<file path="config.mk">
export PLATFORM = sky130hd
export DESIGN_NAME = jk_ff_bank
export DESIGN_NICKNAME = d
export VERILOG_FILES = /design/src/rtl/jk_ff_pkg.sv /design/src/rtl/jk_ff_cell.sv /design/src/rtl/jk_ff_bank.sv
export SDC_FILE = /design/constraint.sdc
export NUM_CORES = 1
export LEC_CHECK = 0
export ABC_AREA = 1
export BUFFER_PORTS_ARGS = -buffer_cell sky130_fd_sc_hd__buf_2
export CAP_MARGIN = 15
export CORE_UTILIZATION = 50
export CTS_CLUSTER_SIZE = 8
export DETAILED_ROUTE_END_ITERATION = 16
export GPL_TIMING_DRIVEN = 0
export HOLD_SLACK_MARGIN = 0.1
export PLACE_DENSITY_LB_ADDON = 0.25
export SETUP_SLACK_MARGIN = 0.02
export SYNTH_ARGS = -nofsm -noshare
export SYNTH_HDL_FRONTEND = slang
export SYNTH_SLANG_ARGS = --single-unit
</file>
<file path="constraint.sdc">
create_clock -name clk -period 3.9 [get_ports clk]
set_input_delay 0.585 -clock clk [delete_from_list [all_inputs] [get_ports clk]]
set_output_delay 0.585 -clock clk [all_outputs]
set_load 0.01 [all_outputs]
</file>
<file path="src/rtl/jk_ff_pkg.sv">
// Shared types and next-state logic for the multi-mode flip-flop bank.
// Contents:
//   mode_e      - per-bank operating mode (JK, SR, D, T)
//   bit_next_t  - next state of one bit plus its SR-illegal flag
//   next_bit()  - combinational next-state function for one storage bit
package jk_ff_pkg;

    typedef enum logic [1:0] {
        MODE_JK = 2'd0,
        MODE_SR = 2'd1,
        MODE_D  = 2'd2,
        MODE_T  = 2'd3
    } mode_e;

    typedef struct packed {
        logic q;
        logic illegal;
    } bit_next_t;

    // Next state of one bit for the given mode; illegal flags S=R=1 in SR mode,
    // in which case the bit holds.
    function automatic bit_next_t next_bit(input mode_e mode, input logic q,
                                           input logic j, input logic k);
        bit_next_t res;
        res.q       = q;
        res.illegal = 1'b0;
        case (mode)
            MODE_JK: begin
                case ({j, k})
                    2'b00:   res.q = q;
                    2'b01:   res.q = 1'b0;
                    2'b10:   res.q = 1'b1;
                    2'b11:   res.q = ~q;
                    default: res.q = q;
                endcase
            end
            MODE_SR: begin
                case ({j, k})
                    2'b00:   res.q = q;
                    2'b01:   res.q = 1'b0;
                    2'b10:   res.q = 1'b1;
                    2'b11: begin
                        res.q       = q;
                        res.illegal = 1'b1;
                    end
                    default: res.q = q;
                endcase
            end
            MODE_D:  res.q = j;
            MODE_T:  res.q = j ? ~q : q;
            default: res.q = q;
        endcase
        return res;
    endfunction

endpackage

</file>
<file path="src/rtl/jk_ff_cell.sv">
// One storage bit of the flip-flop bank.
// Ports:
//   clk, rst (async, active-low), en, mode, j, k  - shared control and bit inputs
//   q        - stored bit (registered)
//   toggled  - q changed at the last edge (registered)
//   change   - q will change at the coming edge (combinational, gated by en)
//   illegal  - S=R=1 seen in SR mode at the coming edge (combinational, gated by en)
import jk_ff_pkg::*;

module jk_ff_cell #(
    parameter logic RESET_BIT = 1'b0
) (
    input  logic  clk,
    input  logic  rst,
    input  logic  en,
    input  mode_e mode,
    input  logic  j,
    input  logic  k,
    output logic  q,
    output logic  toggled,
    output logic  change,
    output logic  illegal
);

    logic      q_r;
    logic      toggled_r;
    bit_next_t nxt_s;

    // Next-state evaluation; change/illegal are exported so the top can
    // update its status registers on the same edge as q.
    always_comb begin
        nxt_s   = next_bit(mode, q_r, j, k);
        change  = en & (nxt_s.q ^ q_r);
        illegal = en & nxt_s.illegal;
    end

    // Storage bit and its change flag.
    always_ff @(posedge clk or negedge rst) begin
        if (!rst) begin
            q_r       <= RESET_BIT;
            toggled_r <= 1'b0;
        end else if (en) begin
            q_r       <= nxt_s.q;
            toggled_r <= nxt_s.q ^ q_r;
        end else begin
            q_r       <= q_r;
            toggled_r <= 1'b0;
        end
    end

    assign q       = q_r;
    assign toggled = toggled_r;

endmodule

</file>
<file path="src/rtl/jk_ff_bank.sv">
// Multi-mode flip-flop bank: WIDTH bits acting as JK/SR/D/T flip-flops with
// per-bit change flags, a sticky SR-illegal error and a saturating counter of
// edges on which any bit changed.
// Ports:
//   clk, rst (async, active-low)
//   en        - update enable (0 = hold, toggled forced to 0)
//   mode      - 0=JK 1=SR 2=D 3=T, common to all bits
//   j, k      - per-bit inputs (k unused in D/T)
//   clr_stat  - synchronous clear of err and chg_cnt (a same-edge event wins)
//   q, q_n    - stored state and its complement
//   toggled   - bits that changed at the last edge
//   err       - sticky SR-illegal flag
//   chg_cnt   - saturating count of changing edges
import jk_ff_pkg::*;

module jk_ff_bank #(
    parameter int                 WIDTH     = 8,
    parameter logic [WIDTH-1:0]   RESET_VAL = {WIDTH{1'b0}},
    parameter int                 CNT_W     = 8
) (
    input  logic             clk,
    input  logic             rst,
    input  logic             en,
    input  logic [1:0]       mode,
    input  logic [WIDTH-1:0] j,
    input  logic [WIDTH-1:0] k,
    input  logic             clr_stat,
    output logic [WIDTH-1:0] q,
    output logic [WIDTH-1:0] q_n,
    output logic [WIDTH-1:0] toggled,
    output logic             err,
    output logic [CNT_W-1:0] chg_cnt
);

    localparam logic [CNT_W-1:0] CNT_MAX = {CNT_W{1'b1}};

    mode_e            mode_s;
    logic [WIDTH-1:0] change_s;
    logic [WIDTH-1:0] illegal_s;
    logic             any_change_s;
    logic             any_illegal_s;
    logic             err_next_s;
    logic [CNT_W-1:0] cnt_next_s;
    logic             err_r;
    logic [CNT_W-1:0] cnt_r;

    assign mode_s = mode_e'(mode);

    genvar gi;
    generate
        for (gi = 0; gi < WIDTH; gi++) begin : g_bit
            jk_ff_cell #(
                .RESET_BIT (RESET_VAL[gi])
            ) u_cell (
                .clk     (clk),
                .rst     (rst),
                .en      (en),
                .mode    (mode_s),
                .j       (j[gi]),
                .k       (k[gi]),
                .q       (q[gi]),
                .toggled (toggled[gi]),
                .change  (change_s[gi]),
                .illegal (illegal_s[gi])
            );
        end
    endgenerate

    // Status next-state: clear restarts from this edge's events, so a
    // simultaneous illegal or change is not lost.
    always_comb begin
        any_change_s  = |change_s;
        any_illegal_s = |illegal_s;
        err_next_s    = err_r;
        cnt_next_s    = cnt_r;
        if (clr_stat) begin
            err_next_s = any_illegal_s;
            cnt_next_s = any_change_s ? CNT_W'(1) : CNT_W'(0);
        end else begin
            err_next_s = err_r | any_illegal_s;
            if (any_change_s && (cnt_r != CNT_MAX)) begin
                cnt_next_s = cnt_r + CNT_W'(1);
            end else begin
                cnt_next_s = cnt_r;
            end
        end
    end

    // Status registers.
    always_ff @(posedge clk or negedge rst) begin
        if (!rst) begin
            err_r <= 1'b0;
            cnt_r <= {CNT_W{1'b0}};
        end else begin
            err_r <= err_next_s;
            cnt_r <= cnt_next_s;
        end
    end

    assign q_n     = ~q;
    assign err     = err_r;
    assign chg_cnt = cnt_r;

endmodule

</file>
==> Word-level counts from Yosys, hierarchy flattened <==
Cells that the tools add are included.
{ "word_totals": {"reg_bits": 25, "input_bits": 22, "elab_cells": 162} }
{ "classes": {"add_sub_neg": 1, "eq_ne": 28, "muxes": 60, "n_bitwise": 34, "reduce_logical": 21} }
{ "ops": {"columns": ["operator", "count"], "rows": [
  ["$pmux W1 S4", 16],
  ["$eq A2 B2 Y1 const B", 18],
  ["$mux W1", 34],
  ["$pmux W1 S3", 8],
  ["$eq A2 B1 Y1 const B", 9],
  ["$logic_not A2 Y1", 9],
  ["$and A1 B1 Y1", 16],
  ["$mux W8", 2],
  ["$reduce_or A2 Y1", 8],
  ["$reduce_or A8 Y1", 2],
  ["$add A8 B1 Y8 const B", 1],
  ["$ne A8 B8 Y1 const B", 1],
  ["$not A1 Y1", 8],
  ["$not A8 Y8", 1],
  ["$xor A1 B1 Y1", 8],
  ["$reduce_bool A2 Y1", 1],
  ["$logic_and A1 B1 Y1", 1],
  ["$or A1 B1 Y1", 1]
]} }

==> Logic depth before layout (Yosys ltp) <==
{ "depth": {"word_depth": 10, "depth_mapped": 16, "ltp_nobuf": 16} }

==> Hierarchy <==
A second synthesis with hierarchy kept.
{ "hier_totals": {"hier_cells": 353, "area_unflattened_um2": 2388.5} }
{ "by_module_without_submodules": {"columns": ["mod", "instances", "cells_each", "area_each_um2"], "rows": [
  ["jk_ff_cell", 8, 32, 216.5],
  ["jk_ff_bank", 1, 97, 656.9]
]} }

==> Least setup slack after synthesis <==
OpenSTA, ideal clock, no wires.
{ "synth_path": {"path_type": "input -> register", "start": "input j[3]", "end": "register cnt_r[3], in the netlist chg_cnt[3]", "setup_ns": 0.117, "arrival_time_ns": 1.825, "required_ns": 3.783, "path_slack_ns": 1.958, "cell_stages": 16, "path_cell_list": "inv_1 -> ha_1 -> nand2_1 -> nand2_1 -> nand3b_1 -> nand3_1 -> nand2_1 -> nand2_1 -> nand3_1 -> nand2_1 -> nor2_1 -> nand2_2 -> nand2_4 -> nand2_4 -> nand2_1 -> nand2_1"} }
{ "synth_between": {"elab_chain_len": 9} }
{ "synth_lines": {"columns": ["item", "line", "text"], "rows": [
  ["start, declared", "jk_ff_bank.sv:25", "input logic [WIDTH-1:0] j,"],
  ["$eq A2 B2 Y1 or $logic_not A2 Y1 (tied branches)", "jk_ff_pkg.sv:29, jk_ff_pkg.sv:38", null],
  ["$reduce_or A2 Y1 (no line)", null, null],
  ["$pmux W1 S3", "jk_ff_pkg.sv:38", "case ({j, k})"],
  ["$pmux W1 S4 *", "jk_ff_pkg.sv:27", "case (mode)"],
  ["$xor A1 B1 Y1 *", "jk_ff_cell.sv:33", "change = en & (nxt_s.q ^ q_r);"],
  ["$and A1 B1 Y1 *", "jk_ff_cell.sv:33", null],
  ["$reduce_or A8 Y1 *", "jk_ff_bank.sv:72", "any_change_s = |change_s;"],
  ["$logic_and A1 B1 Y1 *", "jk_ff_bank.sv:81", "if (any_change_s && (cnt_r != CNT_MAX)) begin"],
  ["$reduce_bool A2 Y1 (no line) *", null, null],
  ["end signal, assigned", "jk_ff_bank.sv:93", "cnt_r <= {CNT_W{1'b0}};"],
  ["end signal, assigned", "jk_ff_bank.sv:96", "cnt_r <= cnt_next_s;"],
  ["end, declared", "jk_ff_bank.sv:45", "logic [CNT_W-1:0] cnt_r;"]
]} }
Every way passes the cells marked *; elsewhere a longest branch is shown, timed or not.
A chain may end at the register's enable or synchronous reset.

==> Worst setup path in the final report <==
{ "layout_path": {"start": "input j[7]", "end": "register cnt_r[5], in the netlist chg_cnt[5]"} }
The elaborated chain is that of the path after synthesis.

==> results.json <==
{
  "total_power_mw": 0.755,
  "path_max_fanout": 9,
  "ant_nets": 0,
  "power.switching_mw": 0.276,
  "slack_of_the_worst_reg_to_reg_path_ns": 2.07,
  "grt_start_max_net_pins": 26,
  "period_minus_slack_ns": 2.08,
  "syn_to_final_growth_pct": 17.4,
  "std_cell_rows": 23,
  "drive_above_1_share": 0.228,
  "synth_top_area_frac": 0.290,
  "grt_antenna_before_repair": 0,
  "first_pass_iteration_count_of_the_detailed_router": 4,
  "detailedPlacementHpwl_um": 3600,
  "ios": 55,
  "critical_path.reg2reg.endpoint": "chg_cnt[5]",
  "cap_violations": 0,
  "path_clk_slew_ns": 0.09,
  "syn_avg_cell_area_um2": 6.91,
  "synth-edff-count": 0,
  "peakVddDrop_v": 0.000157,
  "powerDensity_mw_per_mm2": 298,
  "antenna_cells_inserted": 0,
  "stdcell_count": 419,
  "transition_time_at_the_pin_with_the_least_slew_margin_ns": 0.568,
  "grt_use_total": 0.220,
  "reg2reg_depth": 13,
  "setup.worst_path.class": "primary input to flip-flop",
  "required_ns": 4.07,
  "globalplace.congestion": 0.794,
  "cts_resized": 0,
  "finClkSkew_ns": 0.00911,
  "slew_headroom": 0.622,
  "cts_buffers": 3,
  "post_synthesis_instance_area_mm2": 0.00216,
  "initial_core_util": 0.531,
  "setup_tns_ns": 0,
  "globalRouteOverflowTotal": 0,
  "holdCritPathClass": "primary input to asynchronous set/reset pin",
  "die_h_um": 67.7,
  "clock_power_frac": 0.205,
  "run_status": "finished clean",
  "fin_nets": 417,
  "clk_root_buffer_cell": "clkbuf_8",
  "synth_area_leaders": "dfrtp_1, nand2_1, ha_1",
  "pwr-share-seq": 0.425,
  "total_nets_after_synthesis": 359,
  "postSynthRegisterBits": 25,
  "hold_buffers": 0,
  "die_x_um": 67.7,
  "number_of_setup_violations_in_the_final_report": 0,
  "finalHoldViolCount": 0,
  "finalCoreUtilization": 0.623,
  "netlist_top_cells_count": "nand2_1, inv_1, nand3_1",
  "drt_first_iter_violations": 211,
  "postSynth.asyncResetShare": 1.00,
  "tcrit_tclk_final": 0.532,
  "static-leakage-power_nw": 1.52,
  "cts_sinks": 25,
  "detailed_route_via_count": 2080,
  "r2r_start": "g_bit[0].u_cell.q",
  "setup.worst_path.start_class": "primary input",
  "hold-worst-slack_ns": 0.298,
  "critical_path_arrival_ns": 2.25,
  "wire_per_inst_um": 11.3,
  "drc_errors": 0,
  "grt_pass1_wl_um": 7650,
  "synthesis.yosys.warnings": 0,
  "power_frac_comb": 0.370,
  "number_of_global_route_vias_before_repair": 1746,
  "clock_tree_from_tritoncts": "built",
  "cts_setup_buffers": 0,
  "routed_via_density": 4.96,
  "synth_cells": 312,
  "insertion_delay_ns": 0.27,
  "post_detailed_routing_wire_length_um": 4730,
  "ys_seq_area_frac": 0.290,
  "rsz_0062_raised_after_global_routing": "false",
  "yosys_most_used_dff": "dfrtp_1",
  "dpl.cell_count": 415,
  "slew_viol_final": 0,
  "max_clock_freq_mhz": 482,
  "swShare": 0.365,
  "power_report.internal_total_mw": 0.479,
  "critPathCaptureType": "flip-flop",
  "floorplan.die_area_mm2": 0.00458,
  "core_region_area_mm2": 0.00406,
  "synth.most_common_cell": "nand2_1",
  "synth_top_area_cell": "dfrtp_1",
  "clock_tree.buffer_depth": 2,
  "yosys.cell_types.count": 26,
  "ctsHtreeMaxLevel": 1,
  "portBuffers": 53
}
-- placed cells by master, fill, tap and decap left out, drive strengths merged --
| cell type | count |
|---|---|
| or2 | 1 |
| o21ai | 26 |
| a21oi | 5 |
| dfrtp | 25 |
| nor4 | 2 |
| ha | 25 |
| and3 | 3 |
| inv | 50 |
| nand3 | 44 |
| a32o | 1 |
| nor3 | 4 |
| nand2 | 93 |
| nand4 | 1 |
| nor2 | 7 |
| nand3b | 5 |
| clkbuf | 4 |
| clkinv | 2 |
| buf | 71 |
-- power groups by stage --
stage          clock, mW  combinational (mW)  sequential, mW
2_1_floorplan          0               0.183           0.322
3_3_place_gp           0               0.274           0.325
3_5_place_dp           0               0.280           0.326
4_1_cts            0.158               0.281           0.321
5_1_grt            0.169               0.321           0.326
6_report           0.155               0.279           0.321
-- registers in the layout, summed over array words and instances (netlist names) --
| register | flops |
|---|---|
| err | 1 |
| chg_cnt | 8 |
| g_bit.u_cell.toggled | 8 |
| g_bit.u_cell.q | 8 |
-- per-layer routing --
layer  up-vias  wire length [um]  part of all wire  track usage
li1       1096                 -                 -            -
met4         0                36            0.0076       0.0426
met1       926              2260              0.48        0.290
met3         4               193             0.041       0.0304
met5         -                 0                 0            0
met2        54              2230              0.47        0.377
-- worst max-delay path by stage --
stage | cells past startpoint | from | slack, ns | endpoint
2_1_floorplan | 16 | j[3] | 1.96 | chg_cnt[3]
3_3_place_gp | 17 | j[1] | 1.60 | chg_cnt[0]
3_5_place_dp | 17 | j[7] | 1.56 | chg_cnt[5]
4_1_cts | 17 | j[7] | 1.85 | chg_cnt[5]
5_1_grt | 17 | j[2] | 1.63 | chg_cnt[6]
6_report | 17 | j[7] | 1.82 | chg_cnt[5]
-- stage by stage --
| stage | cell area (um^2) | worst slack, ns |
|---|---|---|
| after detailed placement | 2480 | 1.56 |
| after global placement | 2480 | 1.60 |
| final | 2530 | 1.82 |
| after floorplan | 2160 | 1.96 |
| after global routing | 2530 | 1.63 |
| after CTS | 2530 | 1.85 |
-- worst max-delay path, cell delays in order --
cell and delay, ns:
buf_2 0.13, inv_1 0.06, ha_1 0.29, nand2_1 0.07, nand2_1 0.05, nand3b_1 0.08
nand3_1 0.10, nand2_1 0.11, nand2_1 0.06, nand3_1 0.08, nand2_1 0.08, nor2_2 0.11
nand2_2 0.09, nand2_4 0.13, nand2_4 0.09, nand2_1 0.07, nand2_1 0.05
-- final cells by class --
| class | instances | area (um^2) |
|---|---|---|
| Fill cell | 386 | 1530 |
| Multi-Input combinational cell | 217 | 1200 |
| Sequential cell | 25 | 626 |
| Timing Repair Buffer | 53 | 265 |
| Inverter | 51 | 193 |
| Buffer | 19 | 133 |
| Tap cell | 50 | 62.6 |
| Clock buffer | 3 | 41.3 |
| Clock inverter | 1 | 5.00 |
-- cells by family after synthesis --
kind of cell             count (synthesis)  synth area share
AND/OR/NAND/NOR                        160             0.337
buffers and inverters                   70             0.151
AO/OA/AOI/OAI                           32            0.0766
adder cells (fa/ha/maj)                 25             0.145
flip-flops                              25             0.290
Power figures use the tool's default switching activity.
